===== src/rtl/keypad_scanner.sv =====
// keypad_scanner: scans a 4x4 active-low matrix keypad, debounces presses and releases,
// and hands accepted key codes to the consumer through a valid/ack handshake.
module keypad_scanner #(
    parameter int unsigned SCAN_DIV       = 50000,
    parameter int unsigned DEBOUNCE_TICKS = 4
) (
    input  logic       clk,
    input  logic       rst,
    input  logic [3:0] row,
    output logic [3:0] col,
    output logic [3:0] key_code,
    output logic       key_valid,
    input  logic       key_ack,
    output logic       key_held,
    output logic       key_drop
);
    localparam int unsigned      DIV_W    = $clog2(SCAN_DIV);
    localparam int unsigned      CNT_W    = 4;
    localparam logic [DIV_W-1:0] DIV_LAST = DIV_W'(SCAN_DIV - 1);
    localparam logic [CNT_W-1:0] DEB_LAST = CNT_W'(DEBOUNCE_TICKS);
    localparam logic [CNT_W-1:0] CNT_ONE  = CNT_W'(1);

    typedef enum logic [1:0] {
        ST_SCAN,
        ST_DEBOUNCE,
        ST_ACCEPT,
        ST_HELD
    } state_t;

    state_t           state, state_nxt;
    logic [3:0]       row_meta, rs;
    logic [DIV_W-1:0] div_cnt;
    logic             tick;
    logic             any_low;
    logic             row_low;
    logic [1:0]       row_pick;
    logic [1:0]       col_idx, col_idx_nxt;
    logic [1:0]       row_idx, row_idx_nxt;
    logic [CNT_W-1:0] deb_cnt, deb_cnt_nxt;
    logic [CNT_W-1:0] rel_cnt, rel_cnt_nxt;
    logic [3:0]       col_nxt;
    logic [3:0]       key_code_nxt;
    logic             key_valid_nxt;
    logic             key_held_nxt;
    logic             key_drop_nxt;

    assign tick    = (div_cnt == DIV_LAST);
    assign any_low = ~&rs;
    assign row_low = ~rs[row_idx];

    // Lowest-index low row wins when several rows are pulled down.
    always_comb begin
        casez (rs)
            4'b???0: row_pick = 2'd0;
            4'b??01: row_pick = 2'd1;
            4'b?011: row_pick = 2'd2;
            default: row_pick = 2'd3;
        endcase
    end

    // Row synchronizer and free-running dwell divider.
    always_ff @(posedge clk or posedge rst) begin
        if (rst) begin
            row_meta <= 4'hF;
            rs       <= 4'hF;
            div_cnt  <= '0;
        end else begin
            row_meta <= row;
            rs       <= row_meta;
            div_cnt  <= tick ? '0 : div_cnt + DIV_W'(1);
        end
    end

    always_ff @(posedge clk or posedge rst) begin
        if (rst) begin
            state <= ST_SCAN;
        end else begin
            state <= state_nxt;
        end
    end

    always_comb begin
        state_nxt = state;
        case (state)
            ST_SCAN: begin
                if (tick && any_low) begin
                    state_nxt = (DEBOUNCE_TICKS == 1) ? ST_ACCEPT : ST_DEBOUNCE;
                end
            end
            ST_DEBOUNCE: begin
                if (tick) begin
                    if (!row_low) begin
                        state_nxt = ST_SCAN;
                    end else if ((deb_cnt + CNT_ONE) == DEB_LAST) begin
                        state_nxt = ST_ACCEPT;
                    end
                end
            end
            ST_ACCEPT: state_nxt = ST_HELD;
            ST_HELD: begin
                if (tick && !row_low && ((rel_cnt + CNT_ONE) == DEB_LAST)) begin
                    state_nxt = ST_SCAN;
                end
            end
            default: state_nxt = ST_SCAN;
        endcase
    end

    // Datapath and output next values; ack clears valid unless ACCEPT reloads it.
    always_comb begin
        col_idx_nxt   = col_idx;
        row_idx_nxt   = row_idx;
        deb_cnt_nxt   = deb_cnt;
        rel_cnt_nxt   = rel_cnt;
        key_code_nxt  = key_code;
        key_valid_nxt = key_valid & ~key_ack;
        key_held_nxt  = key_held;
        key_drop_nxt  = 1'b0;
        case (state)
            ST_SCAN: begin
                if (tick) begin
                    if (any_low) begin
                        row_idx_nxt = row_pick;
                        deb_cnt_nxt = CNT_ONE;
                    end else begin
                        col_idx_nxt = col_idx + 2'd1;
                    end
                end
            end
            ST_DEBOUNCE: begin
                if (tick) begin
                    if (row_low) begin
                        deb_cnt_nxt = deb_cnt + CNT_ONE;
                    end else begin
                        col_idx_nxt = col_idx + 2'd1;
                    end
                end
            end
            ST_ACCEPT: begin
                key_valid_nxt = 1'b1;
                key_held_nxt  = 1'b1;
                rel_cnt_nxt   = '0;
                if (!key_valid || key_ack) begin
                    key_code_nxt = {row_idx, col_idx};
                end else begin
                    key_drop_nxt = 1'b1;
                end
            end
            ST_HELD: begin
                if (tick) begin
                    if (row_low) begin
                        rel_cnt_nxt = '0;
                    end else if ((rel_cnt + CNT_ONE) == DEB_LAST) begin
                        rel_cnt_nxt  = '0;
                        key_held_nxt = 1'b0;
                        col_idx_nxt  = col_idx + 2'd1;
                    end else begin
                        rel_cnt_nxt = rel_cnt + CNT_ONE;
                    end
                end
            end
            default: ;
        endcase
        col_nxt = ~(4'b0001 << col_idx_nxt);
    end

    always_ff @(posedge clk or posedge rst) begin
        if (rst) begin
            col_idx   <= 2'd0;
            row_idx   <= 2'd0;
            deb_cnt   <= '0;
            rel_cnt   <= '0;
            col       <= 4'b1110;
            key_code  <= 4'h0;
            key_valid <= 1'b0;
            key_held  <= 1'b0;
            key_drop  <= 1'b0;
        end else begin
            col_idx   <= col_idx_nxt;
            row_idx   <= row_idx_nxt;
            deb_cnt   <= deb_cnt_nxt;
            rel_cnt   <= rel_cnt_nxt;
            col       <= col_nxt;
            key_code  <= key_code_nxt;
            key_valid <= key_valid_nxt;
            key_held  <= key_held_nxt;
            key_drop  <= key_drop_nxt;
        end
    end

endmodule


===== config.mk =====
export PLATFORM = sky130hd
export DESIGN_NAME = keypad_scanner
export DESIGN_NICKNAME = d
export VERILOG_FILES = /design/src/rtl/keypad_scanner.sv
export SDC_FILE = /design/constraint.sdc
export NUM_CORES = 1
export LEC_CHECK = 0
export CORE_ASPECT_RATIO = 0.7
export CORE_UTILIZATION = 40
export DETAILED_ROUTE_END_ITERATION = 10
export GPL_TIMING_DRIVEN = 0
export HOLD_SLACK_MARGIN = 0.05
export PLACE_DENSITY = 0.54
export SYNTH_ARGS = -nofsm -noshare
export SYNTH_HDL_FRONTEND = slang
export SYNTH_SLANG_ARGS = --single-unit

===== constraint.sdc =====
create_clock -name clk -period 2.8 [get_ports clk]
set_input_delay 0.42 -clock clk [delete_from_list [all_inputs] [get_ports clk]]
set_output_delay 0.42 -clock clk [all_outputs]
set_load 0.05 [all_outputs]

## Word level (Yosys, flattened, before mapping)

Index checks and enable logic that the tools add are counted.

- Logic and storage cells: 92
- Input bits: 7
- Flip-flop bits (word level): 49
- Output and inout port bits: 11

- Shift-type cells: 1
- Eq/ne operators: 18
- Muxes and demuxes: 34
- Add/sub/neg operators: 4
- Reduce and logical (&&, ||, !) cells: 16
- Bitwise operators: 5
- $lt $le $gt $ge: 1

Operators with widths:

| operator | count |
|---|---|
| 4-bit two-way mux | 7 |
| 2-bit two-way mux | 12 |
| 2-bit != test (second input constant) | 9 |
| 16-bit by 1-bit adder with 16-bit output (second input constant) | 1 |
| 16-bit == test (second input constant) | 1 |
| 16-bit two-way mux | 1 |
| 4-bit case mux with 2 select lines | 2 |
| 2-bit case mux with 3 select lines | 2 |
| 4-bit AND reduction | 3 |
| 4-bit by 1-bit adder with 4-bit output (second input constant) | 2 |
| 4-bit by 3-bit == test with 1-bit output (second input constant) | 2 |
| 2-bit case mux with 4 select lines | 1 |
| 1-bit two-way mux | 7 |
| 5-bit AND reduction | 1 |
| 2-bit by 1-bit == test with 1-bit output (second input constant) | 2 |
| 2-bit == test (second input constant) | 2 |
| 4-bit NOT | 1 |
| 2-bit AND reduction | 2 |
| 2-bit nonzero test | 2 |
| 1-bit by 2-bit left shift with 4-bit output (first input constant) | 1 |
| 3-bit by 2-bit == test with 1-bit output (second input constant) | 1 |
| 1-bit logical AND | 3 |
| 2-bit by 3-bit < comparator with 1-bit output (second input constant) | 1 |
| 3-bit != test (second input constant) | 1 |
| other kinds (9) | 12 |

## Logic depth before layout (Yosys ltp)

- Depth after elaboration: 8
- Depth in mapped cells: 7
- Gate-level depth less buffers: 6

## Worst setup path after synthesis

OpenSTA, ideal clock, no wires.

- Path type: register to register
- From: reg rel_cnt[0]
- To: reg col[3]
- Cell stages (with the launch flop): 7
- Data required time: 2.712 ns
- Data arrival time: 1.990 ns
- Library setup time: 0.088 ns
- Path buffers: 0
- Slack: 0.722 ns
- Period minus slack after synthesis: 2.078 ns
- Cells stage by stage: dfrtp_1 > ha_1 > nor4bb_1 > a31o_2 > o2111ai_1 > o311ai_4 > or3b_1

- Cells in the longest elaborated chain, start to end: 8

Ends and longest elaborated chain:

| what | line | RTL |
|---|---|---|
| start, declared | 40 | `logic [CNT_W-1:0] rel_cnt, rel_cnt_nxt;` |
| start signal, assigned | 182 | `rel_cnt <= rel_cnt_nxt;` |
| 4-bit by 1-bit adder with 4-bit output | 153 | `end else if ((rel_cnt + CNT_ONE) == DEB_LAST) begin` |
| 4-bit by 3-bit == test with 1-bit output | 153 |  |
| 2-bit two-way mux | 153 |  |
| 2-bit two-way mux | 151 | `if (row_low) begin` |
| 2-bit two-way mux | 150 | `if (tick) begin` |
| 2-bit case mux with 3 select lines | 119 | `case (state)` |
| named net col_idx_nxt[1] | 37 | `logic [1:0] col_idx, col_idx_nxt;` |
| 1-bit by 2-bit left shift with 4-bit output | 164 | `col_nxt = ~(4'b0001 << col_idx_nxt);` |
| 4-bit NOT | 164 |  |
| named net col_nxt[3] | 41 | `logic [3:0] col_nxt;` |
| end signal, assigned | 183 | `col <= col_nxt;` |
| end, declared | 10 | `output logic [3:0] col,` |

The timed path passes the listed nets, and every way through them passes these cells.
A chain may end at the register's enable or synchronous reset.

## Worst setup path in the final report

- From: reg div_cnt[5]
- To: reg deb_cnt[2]

- Cells in the longest elaborated chain, start to end: 3
- Elaborated cells on any way between the ends: 4
- Classes of those cells: eq/ne: 3; reduce/logical: 1

Ends and longest elaborated chain:

| what | line | RTL |
|---|---|---|
| start, declared | 32 | `logic [DIV_W-1:0] div_cnt;` |
| start signal, assigned | 70 | `div_cnt <= tick ? '0 : div_cnt + DIV_W'(1);` |
| 16-bit == test (*) | 47 | `assign tick = (div_cnt == DIV_LAST);` |
| 2-bit != test (no line) | -- |  |
| 5-bit AND reduction (no line) (*) | -- |  |
| end signal, assigned | 181 | `deb_cnt <= deb_cnt_nxt;` |
| end, declared | 39 | `logic [CNT_W-1:0] deb_cnt, deb_cnt_nxt;` |

Mark *: on every way between the ends. The rest lies on a longest branch, timed or not.

==> metrics list <==
- Adding up every negative setup slack in the final design gives 0 ns.
* Main area contributors after synthesis: sky130_fd_sc_hd__dfrtp_1, sky130_fd_sc_hd__dfstp_2, sky130_fd_sc_hd__nand2_1, sky130_fd_sc_hd__o21ai_0, sky130_fd_sc_hd__nor2_1
- Status: completed
- STA classifies the critical path endpoint as a flip-flop.
- During placement, the flow inserted port buffers numbering 17.
- CTS-repair resized insts: 0
* First-pass GRT wire length: 8.48 mm
* Synth Area in Compound Gates: 16.2%
* Adder-cell area share of the yosys netlist: 2.68%
- Via density: 5.53
- Of all flip-flops after synthesis, the portion carrying an async set or reset was 100%.
- In this run the tightest slew margin relative to its limit is 47.3%.
- Actual transition at the worst max-transition pin: 0.783 ns
- In this run, the number of DRC markers left after iteration 0 of detailed routing was 123.
* Critical path startpoint: div_cnt[5]
* Pin count of the biggest net entering global routing: 37
- After technology mapping, the gate count stands at 214.
* Leakage power of the design: 1.12 nW
* Multiplexer share of the synthesized area: 2.41%
* Most numerous cell types in the synthesized netlist: sky130_fd_sc_hd__dfrtp_1, sky130_fd_sc_hd__nand2_1, sky130_fd_sc_hd__nor2_1, sky130_fd_sc_hd__o21ai_0, sky130_fd_sc_hd__dfstp_2
- Setup repair after global routing left no endpoint under its margin.
- Terminating pin of the worst hold path: rs[0]
- Cells with a size suffix above 1 make up 14.6% of the layout.
- The number of global-route vias before repair was 1734.
- The cell area that synthesis handed to floorplanning was 2340 um^2.
- Startpoint of the worst-slack reg-to-reg timing path: div_cnt[5]
- The longest clock path from root to sink contains 2 buffers.
- CP Data Arrival Time: 2.62 ns
* Pre-CTS setup slack: 0.319 ns
- Final critical-path required period: 2.44 ns
- Largest area contributor in the synthesized netlist: sky130_fd_sc_hd__dfrtp_1
- Counting tap cells, the placed design contains a total of 304 instances.
* Count of maximum capacitance violations: 0
* Initial standard-cell utilization of the core: 43.1%
- TritonCTS built the clock tree.
- Traced cell by cell, the critical path runs through nor4b_1, nand4_1, or3_1, clkbuf_1, o21ai_0, o31ai_1.
- The count of nets left with antenna violations once routing finished came out at 0.
* Portion of synthesized cell area occupied by the leading cell type: 40.7%
- Clock latency on the worst-skew pair, taken at its later pin, is 0.30 ns.
* Post-synthesis simple-gate area fraction: 18.4%
- EDFF count, synth: 0
- After detailed routing, the total wire length is 4.83 mm.
* Path type of the worst setup path: reg2reg
- After clock tree synthesis, the flow added hold-fix buffers numbering 0.
- Relative to the synthesized area, the layout overhead comes to 15.9%.
- The worst register-to-register path has a depth of 6.
* Most used standard cell by instance count after synthesis: sky130_fd_sc_hd__dfrtp_1
* DIE WIDTH: 93.4 um
- The number of antenna violations at the first check in global routing was 0.
- Number of stages on the worst hold path: 0
* Avg Synthesized Cell Area: 10.9 um^2
- The slowest stage of the critical path is the sky130_fd_sc_hd__nor4b_1 cell.
- Number of buffers inserted during clock tree synthesis: 5
- Startpoint of the tightest hold check path: row_meta[0]
- Depth of the CTS H-tree: 2
- Number of synthesis warnings: 0
- The tree is rooted in a sky130_fd_sc_hd__clkbuf_8.
* Final-report max-slew violation count: 0
- Full die area: 6160 um^2
* Count of clock tree sinks: 49
- The worst setup path is launched from a flip-flop.
* Number of buffers added for setup after CTS: 0
* Count of final setup violators: 0
- Summed over all nets, the half-perimeter wirelength after detailed placement is 3.54 mm.
- Required @ worst endpoint: 2.97 ns
- The final number of hold-violating endpoints came to 0.
- Area share of xor/xnor cells in the synthesized design: 4.87%
* Peak supply drop: 233 uV
* Maximum fanout along the worst path: 8
- After synthesis, the largest family of logic cells by area is simple AND/OR/NAND/NOR gates.
* Remaining routing DRC violations: 0
- For flop-to-flop paths, the worst setup slack is 0.36 ns.
* Final instance count without filler cells: 312
* Distinct cells, synth: 58
- The path class of the tightest hold or removal check is reg2reg.
- ANT cells: 0
- The region available for standard cell placement spans 5420 um^2.
- Clock-pin slew was measured on the worst setup and hold paths at 0.09 ns.
* Synthesized net count: 226
- The first detailed-routing pass took 4 iterations.
- Row generation in the floorplan step produced 22 rows.
* Die extent in y: 66.0 um
- Share of the yosys chip area belonging to registers: 53.1%
- Average detailed-routed wire length per instance: 15.5 um
- CP peak stage delay: 0.53 ns
- In this run, synthesis produced a sequential element count of 49.
* Final clock period utilization by the worst path: 87.2%
* Maximum operating frequency: 410 MHz
- Pin placement for this block handled 18 I/O pins.
- The total overflow left after global routing is 0.
- Worst clock skew on the final layout: 0.0134 ns
- The congestion estimate from routability-driven global placement came to 0.777.
* Overall via count from detail_route: 1726
- Power density over the cells: 428 nW/um^2
- Once routing completed, OpenROAD measured the worst setup slack at 0.358 ns.
- Capture point of the worst reg-to-reg path: deb_cnt[2]
* Overall fraction of global-route tracks in use: 18.2%
- After the last flow step, the layout net total stands at 251.
- Main flop type after synthesis: sky130_fd_sc_hd__dfrtp_1
==> state kept, by name (all words and copies together), names as in the netlist, named ones only <==
signal	cells
key_code	4
key_valid	1
row_idx	2
state	1
col_idx	2
rel_cnt	4
div_cnt	16
row_meta	4
key_held	1
col	4
key_drop	1
deb_cnt	4
rs	4
==> power by group <==
group / leakage, nW / internal (W) / total (W) / switching (W)
Combinational: 0.446 / 0.0000131 / 0.0000322 / 0.0000192
Sequential: 0.632 / 0.000718 / 0.000721 / 0.00000314
Clock: 0.0424 / 0.000179 / 0.000407 / 0.000228
Total: 1.12 / 0.000910 / 0.00116 / 0.000250
==> metrics by stage <==
stage	util (%)	power (W)	hold slack (ns)	area [um^2]
floorplan	-	0.000749	0.345	2340
global placement	47.9	0.000763	0.347	2600
detailed placement	48.3	0.000768	0.348	2620
CTS	49.8	0.00117	0.360	2700
global route	50.0	0.00122	0.354	2710
finish	50.0	0.00116	0.358	2710
==> final cells by class <==
type | instances | area, um^2
Sequential cell | 49 | 1240
Buffer | 5 | 23.8
Clock inverter | 1 | 8.76
Fill cell | 486 | 2710
Clock buffer | 7 | 76.3
Multi-Input combinational cell | 151 | 1050
Timing Repair Buffer | 18 | 190
Tap cell | 72 | 90.1
Inverter | 9 | 33.8
==> how the worst max path moves through the flow <==
stage                             to  slack [ns]  cells past startpoint
final                     deb_cnt[2]        0.36                      6
after global routing      deb_cnt[2]        0.04                      6
after CTS                 deb_cnt[2]        0.29                      6
after detailed placement  deb_cnt[0]        0.32                      6
after global placement    rel_cnt[2]        0.37                      2
after floorplan               col[3]        0.72                      6
==> cells in the final DEF (no fill, tap or decap), types with 3 or more instances in the layout <==
master	instances
sky130_fd_sc_hd__xnor2_1	6
sky130_fd_sc_hd__clkbuf_1	4
sky130_fd_sc_hd__nor3_1	3
sky130_fd_sc_hd__clkdlybuf4s50_1	17
sky130_fd_sc_hd__nand3_1	7
sky130_fd_sc_hd__o21ai_0	15
sky130_fd_sc_hd__xor2_1	7
sky130_fd_sc_hd__dfrtp_1	38
sky130_fd_sc_hd__clkbuf_8	5
sky130_fd_sc_hd__nand2_1	23
sky130_fd_sc_hd__inv_1	7
sky130_fd_sc_hd__nand4_1	6
sky130_fd_sc_hd__nor2_1	19
sky130_fd_sc_hd__mux2_2	3
sky130_fd_sc_hd__or3_1	3
sky130_fd_sc_hd__ha_1	5
sky130_fd_sc_hd__dfstp_2	11
sky130_fd_sc_hd__a21oi_1	3
==> logic make-up after synthesis <==
| family | after synthesis |
|---|---|
| AOI/OAI and AO/OA | 47 |
| xor gates and xnor gates | 13 |
| adders and majority gates | 5 |
| buffers and inverters | 14 |
| DFF | 49 |
| muxes | 4 |
| and+or+nand+nor | 82 |
==> worst max-delay path, delay by kind of cell, from the launching register on <==
kind                   cells  cell delay (ns)
AOI/OAI and AO/OA          2             0.27
buffers and inverters      1             0.18
and+or+nand+nor            3             1.43
DFF                        1             0.43
==> layer usage <==
| metal | track usage (%) | up-vias | routed length [um] |
|---|---|---|---|
| li1 | - | 819 | - |
| met1 | 26.4 | 863 | 2470 |
| met2 | 27.2 | 37 | 2140 |
| met3 | 3.79 | 7 | 164 |
| met4 | 5.77 | 0 | 46 |
| met5 | 0 | - | 0 |
(Power assumes the default switching activity.)
